<file path="config.mk">
export PLATFORM = sky130hd
export DESIGN_NAME = serial_exec_unit
export DESIGN_NICKNAME = d
export VERILOG_FILES = /design/src/rtl/serial_exec_unit.sv
export SDC_FILE = /design/constraint.sdc
export NUM_CORES = 1
export LEC_CHECK = 0
export ABC_AREA = 1
export BUFFER_PORTS_ARGS = -buffer_cell sky130_fd_sc_hd__buf_4
export CORE_MARGIN = 4
export CORE_UTILIZATION = 50
export DETAILED_ROUTE_END_ITERATION = 10
export GPL_TIMING_DRIVEN = 0
export PLACE_DENSITY = 0.76
export SKIP_CTS_REPAIR_TIMING = 1
export SLEW_MARGIN = 20
export SYNTH_ARGS = -nofsm -noshare
export SYNTH_HDL_FRONTEND = slang
export SYNTH_SLANG_ARGS = --single-unit
</file>
<file path="constraint.sdc">
create_clock -name clk -period 4 [get_ports clk]
set_input_delay 0.2 -clock clk [delete_from_list [all_inputs] [get_ports clk]]
set_output_delay 0.2 -clock clk [all_outputs]
set_load 0.005 [all_outputs]
</file>
<file path="src/rtl/serial_exec_unit.sv">
`default_nettype none
// ============================================================================
// Module   : serial_exec_unit
// Purpose  : RV32I execute stage (ADD/SUB/shifts/ADDI/LUI/BEQ/BNE) with a
//            1-bit-per-cycle serial shifter and a registered result port.
// Revision : 1.0 - initial release
// ============================================================================
module serial_exec_unit #(
    parameter int XLEN = 32
) (
    input  logic            clk,
    input  logic            reset,
    input  logic            in_valid,
    output logic            in_ready,
    input  logic [31:0]     inst,
    input  logic [XLEN-1:0] pc,
    input  logic [XLEN-1:0] rs1_data,
    input  logic [XLEN-1:0] rs2_data,
    input  logic            kill,
    output logic            out_valid,
    output logic            rd_we,
    output logic [4:0]      rd_addr,
    output logic [XLEN-1:0] rd_data,
    output logic            br_taken,
    output logic [XLEN-1:0] br_target,
    output logic            illegal
);

    localparam logic [4:0] c_OPC_OP     = 5'b01100;
    localparam logic [4:0] c_OPC_OP_IMM = 5'b00100;
    localparam logic [4:0] c_OPC_BRANCH = 5'b11000;
    localparam logic [4:0] c_OPC_LUI    = 5'b01101;
    localparam logic [6:0] c_F7_BASE    = 7'b0000000;
    localparam logic [6:0] c_F7_ALT     = 7'b0100000;

    localparam logic [0:0] c_ST_IDLE    = 1'b0;
    localparam logic [0:0] c_ST_SHIFT   = 1'b1;

    // ------------------------------------------------------------------
    // Field extraction
    // ------------------------------------------------------------------
    logic [4:0]      w_opc;
    logic [2:0]      w_funct3;
    logic [6:0]      w_funct7;
    logic [4:0]      w_rd;
    logic [XLEN-1:0] w_imm_i;
    logic [XLEN-1:0] w_imm_b;
    logic [XLEN-1:0] w_lui_value;
    logic            w_unused_bits;

    assign w_opc         = inst[6:2];
    assign w_funct3      = inst[14:12];
    assign w_funct7      = inst[31:25];
    assign w_rd          = inst[11:7];
    assign w_imm_i       = {{(XLEN-12){inst[31]}}, inst[31:20]};
    assign w_imm_b       = {{(XLEN-13){inst[31]}}, inst[31], inst[7], inst[30:25], inst[11:8], 1'b0};
    assign w_lui_value   = {inst[31:12], 12'b0};
    assign w_unused_bits = ^inst[1:0];

    // ------------------------------------------------------------------
    // Decode
    // ------------------------------------------------------------------
    logic w_legal;
    logic w_writes;
    logic w_is_branch;
    logic w_is_lui;
    logic w_is_shift;
    logic w_sh_left;
    logic w_sh_arith;
    logic w_alu_sub;
    logic w_use_imm;

    always_comb begin
        w_legal     = 1'b0;
        w_writes    = 1'b0;
        w_is_branch = 1'b0;
        w_is_lui    = 1'b0;
        w_is_shift  = 1'b0;
        w_sh_left   = 1'b0;
        w_sh_arith  = 1'b0;
        w_alu_sub   = 1'b0;
        w_use_imm   = 1'b0;
        case (w_opc)
            c_OPC_OP: begin
                case (w_funct3)
                    3'b000: begin
                        if (w_funct7 == c_F7_BASE) begin
                            w_legal  = 1'b1;
                            w_writes = 1'b1;
                        end else if (w_funct7 == c_F7_ALT) begin
                            w_legal   = 1'b1;
                            w_writes  = 1'b1;
                            w_alu_sub = 1'b1;
                        end
                    end
                    3'b001: begin
                        if (w_funct7 == c_F7_BASE) begin
                            w_legal    = 1'b1;
                            w_writes   = 1'b1;
                            w_is_shift = 1'b1;
                            w_sh_left  = 1'b1;
                        end
                    end
                    3'b101: begin
                        if (w_funct7 == c_F7_BASE || w_funct7 == c_F7_ALT) begin
                            w_legal    = 1'b1;
                            w_writes   = 1'b1;
                            w_is_shift = 1'b1;
                            w_sh_arith = (w_funct7 == c_F7_ALT);
                        end
                    end
                    default: ;
                endcase
            end
            c_OPC_OP_IMM: begin
                case (w_funct3)
                    3'b000: begin
                        w_legal   = 1'b1;
                        w_writes  = 1'b1;
                        w_use_imm = 1'b1;
                    end
                    3'b001: begin
                        if (w_funct7 == c_F7_BASE) begin
                            w_legal    = 1'b1;
                            w_writes   = 1'b1;
                            w_is_shift = 1'b1;
                            w_sh_left  = 1'b1;
                        end
                    end
                    3'b101: begin
                        if (w_funct7 == c_F7_BASE || w_funct7 == c_F7_ALT) begin
                            w_legal    = 1'b1;
                            w_writes   = 1'b1;
                            w_is_shift = 1'b1;
                            w_sh_arith = (w_funct7 == c_F7_ALT);
                        end
                    end
                    default: ;
                endcase
            end
            c_OPC_BRANCH: begin
                if (w_funct3 == 3'b000 || w_funct3 == 3'b001) begin
                    w_legal     = 1'b1;
                    w_is_branch = 1'b1;
                end
            end
            c_OPC_LUI: begin
                w_legal  = 1'b1;
                w_writes = 1'b1;
                w_is_lui = 1'b1;
            end
            default: ;
        endcase
    end

    // ------------------------------------------------------------------
    // Single-cycle datapath
    // ------------------------------------------------------------------
    logic [4:0]      w_shamt;
    logic [XLEN-1:0] w_operand_b;
    logic [XLEN-1:0] w_sum;
    logic [XLEN-1:0] w_alu_result;
    logic [XLEN-1:0] w_br_target;
    logic            w_br_cond;

    assign w_shamt      = (w_opc == c_OPC_OP_IMM) ? inst[24:20] : rs2_data[4:0];
    assign w_operand_b  = w_use_imm ? w_imm_i : rs2_data;
    assign w_sum        = w_alu_sub ? (rs1_data - w_operand_b) : (rs1_data + w_operand_b);
    // A zero-amount shift completes in one cycle and simply passes rs1 through.
    assign w_alu_result = w_is_lui ? w_lui_value : (w_is_shift ? rs1_data : w_sum);
    assign w_br_target  = pc + w_imm_b;
    assign w_br_cond    = w_funct3[0] ? (rs1_data != rs2_data) : (rs1_data == rs2_data);

    // ------------------------------------------------------------------
    // Control FSM
    // ------------------------------------------------------------------
    logic [0:0] r_state;
    logic [0:0] w_state_next;
    logic [4:0] r_count;
    logic       w_accept;
    logic       w_start_shift;
    logic       w_shift_done;

    assign w_accept      = in_valid && in_ready;
    assign w_start_shift = w_accept && w_legal && w_is_shift && (w_shamt != 5'd0);

    always_ff @(posedge clk) begin
        if (reset) begin
            r_state <= c_ST_IDLE;
        end else begin
            r_state <= w_state_next;
        end
    end

    always_comb begin
        w_state_next = r_state;
        if (kill) begin
            w_state_next = c_ST_IDLE;
        end else begin
            case (r_state)
                c_ST_IDLE:  if (w_start_shift)    w_state_next = c_ST_SHIFT;
                c_ST_SHIFT: if (r_count == 5'd1)  w_state_next = c_ST_IDLE;
                default:                          w_state_next = c_ST_IDLE;
            endcase
        end
    end

    always_comb begin
        in_ready     = (r_state == c_ST_IDLE) && !kill;
        w_shift_done = (r_state == c_ST_SHIFT) && (r_count == 5'd1) && !kill;
    end

    // ------------------------------------------------------------------
    // Serial shifter
    // ------------------------------------------------------------------
    logic [XLEN-1:0] r_shreg;
    logic [XLEN-1:0] w_shreg_next;
    logic            r_sh_left;
    logic            r_sh_arith;
    logic [4:0]      r_sh_rd;

    // For SRA the MSB never changes, so it always holds the original sign.
    assign w_shreg_next = r_sh_left ? {r_shreg[XLEN-2:0], 1'b0}
                                    : {r_sh_arith & r_shreg[XLEN-1], r_shreg[XLEN-1:1]};

    always_ff @(posedge clk) begin
        if (reset) begin
            r_shreg    <= '0;
            r_count    <= 5'd0;
            r_sh_left  <= 1'b0;
            r_sh_arith <= 1'b0;
            r_sh_rd    <= 5'd0;
        end else if (kill) begin
            r_count <= 5'd0;
        end else if (w_start_shift) begin
            r_shreg    <= rs1_data;
            r_count    <= w_shamt;
            r_sh_left  <= w_sh_left;
            r_sh_arith <= w_sh_arith;
            r_sh_rd    <= w_rd;
        end else if (r_state == c_ST_SHIFT) begin
            r_shreg <= w_shreg_next;
            r_count <= r_count - 5'd1;
        end
    end

    // ------------------------------------------------------------------
    // Result registers
    // ------------------------------------------------------------------
    logic            r_out_valid;
    logic            r_rd_we;
    logic [4:0]      r_rd_addr;
    logic [XLEN-1:0] r_rd_data;
    logic            r_br_taken;
    logic [XLEN-1:0] r_br_target;
    logic            r_illegal;

    always_ff @(posedge clk) begin
        if (reset) begin
            r_out_valid <= 1'b0;
            r_rd_we     <= 1'b0;
            r_rd_addr   <= 5'd0;
            r_rd_data   <= '0;
            r_br_taken  <= 1'b0;
            r_br_target <= '0;
            r_illegal   <= 1'b0;
        end else begin
            r_out_valid <= 1'b0;
            r_rd_we     <= 1'b0;
            r_br_taken  <= 1'b0;
            r_illegal   <= 1'b0;
            if (w_shift_done) begin
                r_out_valid <= 1'b1;
                r_rd_we     <= (r_sh_rd != 5'd0);
                r_rd_addr   <= r_sh_rd;
                r_rd_data   <= w_shreg_next;
            end else if (w_accept && !w_start_shift) begin
                r_out_valid <= 1'b1;
                if (!w_legal) begin
                    r_illegal <= 1'b1;
                end else if (w_is_branch) begin
                    r_br_taken  <= w_br_cond;
                    r_br_target <= w_br_target;
                end else begin
                    r_rd_we   <= w_writes && (w_rd != 5'd0);
                    r_rd_addr <= w_rd;
                    r_rd_data <= w_alu_result;
                end
            end
        end
    end

    assign out_valid = r_out_valid;
    assign rd_we     = r_rd_we;
    assign rd_addr   = r_rd_addr;
    assign rd_data   = r_rd_data;
    assign br_taken  = r_br_taken;
    assign br_target = r_br_target;
    assign illegal   = r_illegal;

endmodule
`default_nettype wire

</file>
==> results of run 1 <==
sequential cells by signal (all words and copies together) (netlist names):
register    count
br_target      32
r_shreg        32
rd_data        32
r_count         5
r_sh_rd         5
rd_addr         5
br_taken        1
illegal         1
out_valid       1
r_sh_arith      1
r_sh_left       1
r_state         1
rd_we           1
stage by stage:
stage	setup TNS [ns]	setup WS (ns)
3_3_place_gp	-8.81	-0.651
2_1_floorplan	0	0.438
5_1_grt	-0.588	-0.180
4_1_cts	-1.72	-0.313
3_5_place_dp	-9.24	-0.675
6_report	0	0.116
worst min-delay path by stage:
stage / start / end / slack (ns)
2_1_floorplan: inst[7] / r_sh_rd[0] / 0.33
3_3_place_gp: pc[0] / br_target[0] / 0.43
3_5_place_dp: pc[0] / br_target[0] / 0.44
4_1_cts: pc[0] / br_target[0] / 0.004
5_1_grt: pc[0] / br_target[0] / 0.009
6_report: pc[0] / br_target[0] / 0.009
cell families after synthesis:
| group | after synthesis |
|---|---|
| flops | 118 |
| simple gates | 635 |
| xor+xnor | 99 |
| compound gates | 460 |
| fa+ha+maj | 65 |
| buf+inv | 236 |
| mux | 5 |
final cells by class:
| class | instances | area, sq um | area share (%) |
|---|---|---|---|
| clock buffer | 20 | 447 | 3.38 |
| timing repair buffer | 218 | 1630 | 12.4 |
| sequential | 118 | 2360 | 17.9 |
| inverter | 176 | 663 | 5.02 |
| multi-input combinational | 1264 | 7360 | 55.7 |
| clock inverter | 11 | 150 | 1.14 |
| buffer | 60 | 260 | 1.97 |
| tap | 270 | 338 | 2.56 |
power by group through the flow:
| stage | Combinational [W] | Sequential [W] | Clock [W] |
|---|---|---|---|
| final | 0.000993 | 0.00118 | 0.00159 |
| after global routing | 0.00109 | 0.00118 | 0.00164 |
| after CTS | 0.000938 | 0.00118 | 0.00158 |
| after detailed placement | 0.000931 | 0.00121 | 0 |
| after global placement | 0.000923 | 0.00121 | 0 |
| after floorplan | 0.000595 | 0.00121 | 0 |
cells in the mapped netlist, types with 40 or more instances:
cell / number
a31oi_1: 48
dfxtp_1: 118
nor2_1: 126
clkbuf_1: 46
xnor2_1: 40
nand2_1: 365
o21ai_0: 154
a21oi_1: 141
nand3_1: 57
ha_1: 63
xor2_1: 59
inv_1: 169
worst max-delay path, delay by kind of cell:
kind            cells  cell delay (ns)
simple gates        8             1.37
compound gates      8             1.45
fa+ha+maj           1             0.34
buf+inv             5             0.73
xor+xnor            1             0.14
routing by layer:
metal	part of all wire, %	wire length [um]	global-route usage [%]
met5	0	0	0
met4	4.5	1860	13.2
met3	11	4580	7.33
met2	44	18200	52.8
met1	41	17100	45.2
==> metrics, run 1 <==
status finished clean; Util after Layout 64.9%; Switch Pwr 0.00119 W; Comb pwr share 26.4%; H-tree depth 4; clk_skew approximately 0.0084 ns; complex-gate fraction of the synthesized area about a quarter; I/O Pins slightly above 200; Setup CP Type in2reg; FMAX 0.257 GHz; Die ar. about 23000 sq um; design area roughly 13000 sq um; max-cap viol count 0; die height 152 um; Vias/cell between 5 and 6; Post-synth EDFFs 0; Synth cell types 52; CP max stage delay 0.34 ns; proportion of synthesized area in mux cells less than 1%; CP max FO 10; site row count between 50 and 60; Num CTS Buffers 17; Clk Latency, worst-skew pair approximately 0.42 ns; largest net degree at the start of global routing 24; syn avg cell area about 6.4 sq um; PortBufs 202; share of layout cells above drive strength 1 between 10% and 20%; drt pass-1 iters 8; Synth Instances 1618; placed insts roughly 2100; core area 20400 sq um; post-route ant nets 0; XOR/XNOR share of the synthesized area 8.33%; final WL between 40000 and 50000 um; vias in the first global route 11700; largest family of logic cells by synthesized area simple AND/OR/NAND/NOR gates; post-synth top area share between 20% and 30%; Slew Viols, Final 0; RSZ-0062 raised after global routing yes; CTS Sinks between 100 and 150; Final HPWL DP ~33000 um; commonest non-fill, non-tap cell in the layout nand2_1; overall power between 0.003 and 0.004 W; sw frac about a third; global placer's final weighted congestion ~0.97; Adder-Cell Fraction of Synth Area 7.95%; Finished Layout Cells ~2100; post-synth top area cell dfxtp_1; CP startpoint kind input pin; filler cell count between 1500 and 2000; R2R depth 10; Crit path arrival time 4.24 ns; Die Width roughly 150 um; WHS roughly 0.0088 ns; Most used DFF post-synth dfxtp_1; via count 12600; diodes inserted 0; Cell Int Power 0.00257 W; flop2flop setup slack approximately 1.3 ns; crit path cell chain buf_4, nor2_1, nand3_1, nor3_1, inv_1, nor2_2, nand3_4, clkbuf_2, o21ai_0, xnor2_1, inv_1, ha_1, nand2_1, inv_1, a21oi_1, o21ai_1, a21oi_1, o21ai_1, a21oi_1, or2_2, nand3_1, o211ai_1, a21oi_1; Nets a little over 2000; first-pass GRT wire length approximately 63000 um; GRT Total Usage about a third; area grow syn2layout 26.8%; Syn Std Cell Area 10400 sq um; sequential-to-total area share from yosys stat 22.7%; Initial Util 51.1%; post-DR wirelength/cell between 15 and 20 um; Post-DP Area around 12000 sq um; Critical R2R Capture rd_addr[2]; Synth Area in Simple Gates between 20% and 30%; ranking of synthesized cells by area dfxtp_1 (23%), nand2_1 (13%), ha_1 (7.6%); Worst-path clk slew about 0.060 ns; Hold Path Depth 3; Worst Setup SP inst[26]; Slew headroom 28.2%; asr flop ratio synth 0%; maximum vdd ir drop between 0.0002 and 0.0003 V; Clock Power Share 42.2%; Worst Max-Slew Pin Slew approximately 1.1 ns; antenna violations before repair 0; Hold Crit Class in2reg; commonest cells after routing, fill and taps aside nand2_1 (358), buf_4 (216), inv_1 (166); CTS tree done; period utilization around 97%; 1st-iter DRT viols around 1300; Remaining DRCs 0; Data required, critical path around 4.4 ns; Pwr Density about 280 nW/um^2; leakage power between 6 and 7 nW; Crit path top cell by count a21oi_1; # setup viols final 0; Critical Path End rd_data[21]; Crit-path slowest cell ha_1; root buf cell clkbuf_16; gr ovfl total 0; reg2reg start r_count[1]; sequential share of power a little under a third; fin crit period about 3.9 ns; Synthesis Warnings 0; Synth Net Count between 1500 and 2000; Worst Setup End Kind register; endpoints failing hold 0; number of synthesized register bits ~120; worst-case clock buffer depth 2
No activity file was read; power rests on OpenSTA's default activity.
==> run 2: changes to the inputs <==
--- a/config.mk
+++ b/config.mk
@@ -10,10 +10,9 @@
 export CORE_MARGIN = 4
 export CORE_UTILIZATION = 50
 export DETAILED_ROUTE_END_ITERATION = 10
-export GPL_TIMING_DRIVEN = 0
 export PLACE_DENSITY = 0.76
 export SKIP_CTS_REPAIR_TIMING = 1
-export SLEW_MARGIN = 20
+export SLEW_MARGIN = 10
 export SYNTH_ARGS = -nofsm -noshare
 export SYNTH_HDL_FRONTEND = slang
 export SYNTH_SLANG_ARGS = --single-unit
==> run 2 against run 1 <==
Cell count rose by 1.5%. Routed wire length down 6.7%. Power is 2.5% higher. Flip-flop and latch count did not move. Hold slack improved by 0.030 ns. Critical path type unchanged. Critical endpoint is now rd_data[31]. Largest power group unchanged.
==> metrics, run 2 (same netlist as run 1, synthesis figures left out) <==
status finished clean; Worst Setup End Kind register; Num CTS Buffers 17 (unchanged); Slew Viols, Final 0 (unchanged); Remaining DRCs 0 (unchanged); commonest cells after routing, fill and taps aside nand2_1 (362), buf_4 (308), inv_1 (168); Crit path arrival time 3.98 ns (-0.26 ns); area grow syn2layout 30.6%; highest metal used met5; global placer's final weighted congestion 0.968 (-0.73%); via count 12400 (-1.6%); clk_skew 0.0130 ns (+0.00461 ns); site row count 52 (unchanged); Die Width 152 um (unchanged); drt pass-1 iters 5 (-3); fin crit period 3.69 ns (-0.198 ns); H-tree depth 4 (unchanged); Slew headroom 34.3% (+6.1 points); 1st-iter DRT viols 1066 (-20%); I/O Pins 206 (unchanged); Setup TNS 0 ns (unchanged); final WL 39000 um (-6.7%); Util after Layout 66.8% (+1.9 points); post-route ant nets 0 (unchanged); CTS tree done; largest net degree at the start of global routing 61 (+150%); met3 routed WL 3440 um (-25%); reg2reg start r_count[1]; worst-case clock buffer depth 2 (unchanged); # setup viols final 0 (unchanged); endpoints failing hold 0 (unchanged); share of layout cells above drive strength 1 22.3% (+3.2 points); gr ovfl total 0 (unchanged); Worst Max-Slew Pin Slew 0.984 ns (-0.0844 ns); Data required, critical path 4.30 ns (-0.05 ns); maximum vdd ir drop 0.000236 V (-6.7%); root buf cell clkbuf_16; CP max stage delay 0.29 ns (-0.05 ns); Final HPWL DP 30400 um (-7.5%); Clk Latency, worst-skew pair 0.42 ns (about the same); DRT met1 WL 16100 um (-6.1%); post-DR wirelength/cell 18.0 um (-8.1%); DR WL met2 17400 um (-4.7%); Crit-path slowest cell ha_1; Nets 2084 (+1.6%); Vias/cell 5.73 (-3.1%); CP max FO 15 (+5); Setup CP Type in2reg; Pwr Density 284 nW/um^2 (-0.48%); diodes inserted 0 (unchanged); Die ar. 23200 sq um (unchanged); period utilization 92.1% (-4.9 points); first-pass GRT wire length 61600 um (-2.1%); Initial Util 51.1% (unchanged); max-cap viol count 0 (unchanged); CP startpoint kind input pin; Hold Crit Class in2reg; CTS Sinks 118 (unchanged); Worst-path clk slew 0.06 ns (about the same); core area 20400 sq um (unchanged); antenna violations before repair 1 (+1); die height 152 um (unchanged); PortBufs 203 (+0.50%); vias in the first global route 12000 (+2.9%); commonest non-fill, non-tap cell in the layout nand2_1; Crit path top cell by count nand2_1; Hold Crit Start pc[0]; leakage power 6.45 nW (+5.4%); FMAX 0.271 GHz (+5.4%); GRT Total Usage 32.3% (-1.3 points); Worst Setup SP inst[12]
-- run 2: layout make-up --
| type | instances | area [sq um] |
|---|---|---|
| clock buffer | 18 | 439 |
| clock inverter | 14 | 173 |
| fill | 1899 | 6770 |
| inverter | 176 | 661 |
| multi-input combinational | 1264 | 7270 |
| sequential | 118 | 2360 |
| tap | 270 | 338 |
| timing repair buffer | 310 | 2350 |
-- run 2: final timing paths --
check	depth (start not counted)	to	slack [ns]
setup / recovery	34	rd_data[31]	0.31
hold / removal	3	br_target[0]	0.04
setup reg to reg	10	rd_data[31]	1.03
hold reg to reg	2	rd_data[7]	0.47
-- run 2: where the power goes --
part	switching, W	internal [W]
clock	0.000601	0.00100
sequential	0.00000277	0.00118
combinational	0.000603	0.000467
-- run 2: per-layer routing --
layer,vias up,track usage [%]
met5,-,0
met4,2,15.6
met3,138,7.07
met2,586,51.9
met1,5679,41.1
li1,6028,-
-- run 2: stage by stage --
stage | area (sq um) | total power, W | cells | hold slack [ns] | setup slack, ns
after floorplan | 10400 | 0.00180 | 1618 | 0.335 | 0.438
after global placement | 12800 | 0.00222 | 2135 | 0.423 | -0.0795
after detailed placement | 12800 | 0.00223 | 2135 | 0.459 | -0.133
after CTS | 13500 | 0.00382 | 2167 | 0.0468 | 0.268
after global routing | 13600 | 0.00402 | 2170 | 0.0565 | -0.0333
final | 13600 | 0.00385 | 2170 | 0.0386 | 0.314
-- run 2: critical path, delay by kind of cell --
kind	cells	cell delay, ns
simple gates	21	2.08
buf+inv	6	0.68
compound gates	5	0.55
fa+ha+maj	1	0.29
xor+xnor	1	0.17
==> run 3: changes to the inputs <==
--- a/config.mk
+++ b/config.mk
@@ -5,12 +5,12 @@
 export SDC_FILE = /design/constraint.sdc
 export NUM_CORES = 1
 export LEC_CHECK = 0
-export ABC_AREA = 1
 export BUFFER_PORTS_ARGS = -buffer_cell sky130_fd_sc_hd__buf_4
 export CORE_MARGIN = 4
 export CORE_UTILIZATION = 50
 export DETAILED_ROUTE_END_ITERATION = 10
-export PLACE_DENSITY = 0.76
+export MAX_ROUTING_LAYER = met4
+export PLACE_DENSITY = 0.77
 export SKIP_CTS_REPAIR_TIMING = 1
 export SLEW_MARGIN = 10
 export SYNTH_ARGS = -nofsm -noshare
==> run 3 against run 2 <==
Synthesized cell count shrank 13%. Non-clock buffer count grew 117. Maximum frequency shrank 5.9%. Power grew 0.62%. Critical path depth shrank 15. Hold slack lost 0.0039 ns. Highest routed layer is now met4.
==> metrics, run 3 <==
status finished clean; leakage power 6.25 nW (-3.1%); RSZ-0062 raised after global routing yes; H-tree depth 4 (unchanged); top-count cell post-synth nand2_1; Remaining DRCs 0 (unchanged); first-pass GRT wire length 63500 um (+3.2%); Synth Net Count 1605 (-12%); post-synth top area share 22.9% (+0.16 points); max-cap viol count 0 (unchanged); post-route ant nets 0 (unchanged); PortBufs 203 (unchanged); I/O Pins 206 (unchanged); Worst Max-Slew Pin Slew 0.988 ns (+0.00446 ns); Hold Path Depth 3 (unchanged); post-synth top area cell dfxtp_1; via count 12700 (+2.1%); CP startpoint kind input pin; CP max FO 6 (-9); Vias/cell 6.18 (+7.8%); Syn Std Cell Area 10300 sq um (-0.72%); Switch Pwr 0.00126 W (+4.8%); hold path endpoint br_target[0]; Register Area 2360 sq um (about the same); FMAX 0.255 GHz (-5.9%); Hold Crit Start pc[0]; Die Width 152 um (-0.34%); maximum vdd ir drop 0.000304 V (+29%); area grow syn2layout 41.5%; setup ws final 0.0816 ns (-0.233 ns); Worst Setup End Kind register; CTS Sinks 118 (unchanged); diodes inserted 0 (unchanged); Num CTS Buffers 17 (unchanged); commonest non-fill, non-tap cell in the layout buf_4; Worst-path clk slew 0.06 ns (about the same); Final HPWL DP 33200 um (+9.2%); R2R depth 9 (-1); syn avg cell area 7.34 sq um (+14%); Crit path arrival time 4.27 ns (+0.29 ns); GRT Total Usage 36.2% (+3.9 points); number of synthesized register bits 118 (unchanged); Clock Power Share 38.3% (-3.3 points); Pwr Density 265 nW/um^2 (-6.4%); root buf cell clkbuf_16; fin crit period 3.92 ns (+0.233 ns); filler cell count 1686 (-11%); clk_skew 0.0100 ns (-0.00298 ns); Slew headroom 34.1% (-0.20 points); flop2flop setup slack 1.22 ns (+0.19 ns); site row count 52 (unchanged); Synthesis Warnings 0 (unchanged); sequential share of power 30.5% (-0.2 points); Synth cell types 82 (+58%); overall power 0.00388 W (+0.62%); Cell Int Power 0.00261 W (-1.3%); Slew Viols, Final 0 (unchanged); ranking of synthesized cells by area dfxtp_1 (23%), a21oi_1 (9.2%), nand2_1 (7.8%); Setup CP Type in2reg; commonest cells after routing, fill and taps aside buf_4 (415), nand2_1 (211), a21oi_1 (180); Critical R2R Capture rd_data[13]; reg2reg start r_state; vias in the first global route 11600 (-3.4%); Most used DFF post-synth dfxtp_1; die height 152 um (-0.34%); endpoints failing hold 0 (unchanged); Multi-input gate area 7980 sq um (+9.8%); largest net degree at the start of global routing 71 (+16%); period utilization 98.0% (+5.8 points); sequential-to-total area share from yosys stat 22.9% (+0.16 points); worst-case clock buffer depth 2 (unchanged); sw frac 32.6% (+1.3 points); Util after Layout 72.0% (+5.3 points); Die ar. 23000 sq um (-0.69%); Synth Instances 1408 (-13%); Comb pwr share 31.3% (+3.6 points); global placer's final weighted congestion 1.03 (+6.4%); gr ovfl total 0 (unchanged); core area 20300 sq um (-0.32%); Nets 1969 (-5.5%); Data required, critical path 4.35 ns (+0.05 ns); 1st-iter DRT viols 1294 (+21%); top cells by count, synth nand2_1 (214), a21oi_1 (189), dfxtp_1 (118); share of layout cells above drive strength 1 31.2% (+8.9 points); # setup viols final 0 (unchanged); antenna violations before repair 0 (-1); Post-synth EDFFs 0 (unchanged); CTS tree done; Clk Latency, worst-skew pair 0.42 ns (about the same); asr flop ratio synth 0% (unchanged); post-DR wirelength/cell 20.7 um (+15%); pre-CTS WS -0.619 ns (-0.486 ns); drt pass-1 iters 5 (unchanged); final WL 42500 um (+9.0%); Initial Util 50.9% (-0.21 points); Hold Crit Class in2reg
-- run 3: cell count changes in the layout (fill, tap and decap cells not counted), sizes merged, moves of 14 or more --
cell,previous run,this run
or2,21,7
inv,179,29
mux2i,5,44
nor3,16,35
nand3,61,28
or3,0,15
nor2,138,100
o211ai,14,41
buf,310,426
nor4,9,23
a31oi,48,23
o21ai,164,73
a21oi,141,191
nand2,373,214
-- run 3: logic make-up after synthesis --
group / Yosys count / synth area share, %
muxes: 46 / 4.51
xor gates and xnor gates: 99 / 8.39
buffers and inverters: 105 / 4.02
DFF: 118 / 22.9
adders and majority gates: 65 / 8.01
and+or+nand+nor: 491 / 22.5
AOI/OAI and AO/OA: 484 / 29.7
-- run 3: layout make-up --
| class | instances | share of cell area, % |
|---|---|---|
| tap | 270 | 2.31 |
| multi-input combinational | 1185 | 54.6 |
| timing repair buffer | 427 | 22.4 |
| inverter | 23 | 0.590 |
| clock buffer | 18 | 2.93 |
| sequential | 118 | 16.2 |
| clock inverter | 14 | 0.967 |
-- run 3: how the worst max path moves through the flow --
| stage | start | endpoint | slack, ns |
|---|---|---|---|
| after floorplan | inst[6] | rd_data[31] | -0.29 |
| after global placement | inst[28] | rd_data[31] | -0.57 |
| after detailed placement | inst[28] | rd_data[31] | -0.62 |
| after CTS | inst[28] | rd_data[31] | -0.19 |
| after global routing | inst[3] | rd_data[26] | -0.09 |
| final | inst[3] | rd_data[31] | 0.08 |
-- run 3: power by group through the flow --
| stage | Combinational [W] | Clock, W | Sequential (W) |
|---|---|---|---|
| 2_1_floorplan | 0.000569 | 0 | 0.00121 |
| 3_3_place_gp | 0.00108 | 0 | 0.00121 |
| 3_5_place_dp | 0.00110 | 0 | 0.00121 |
| 4_1_cts | 0.00110 | 0.00148 | 0.00118 |
| 5_1_grt | 0.00130 | 0.00153 | 0.00118 |
| 6_report | 0.00121 | 0.00148 | 0.00118 |
-- run 3: worst max-delay path, cell delays in order --
cell and delay, ns:
buf_4 0.12, or4b_4 0.55, nor3_4 0.26, buf_12 0.16
buf_6 0.10, mux2i_4 0.22, and2_4 0.17, a31oi_2 0.08
xor2_1 0.16, ha_1 0.31, and3_4 0.19, nand4_1 0.16
a211oi_4 0.36, o31ai_4 0.11, a31oi_4 0.21, a211oi_2 0.11
o21a_1 0.19, or4_1 0.47, a31oi_1 0.13
-- run 3: layer usage --
| layer | GRT usage [%] | routed length (um) |
|---|---|---|
| met4 | 9.03 | 1400 |
| met5 | - | 0 |
| met2 | 56.6 | 19300 |
| met1 | 48.9 | 17100 |
| met3 | 6.37 | 4670 |
-- run 3: per-stage QoR --
step           instances  hold WS (ns)  setup TNS, ns  instance area, sq um
2_1_floorplan       1408         0.336         -0.356                 10400
3_3_place_gp        1998         0.439          -5.46                 13400
3_5_place_dp        1998         0.446          -6.33                 13400
4_1_cts             2030        0.0349         -0.253                 14000
5_1_grt             2055        0.0396         -0.307                 14600
6_report            2055        0.0347              0                 14600
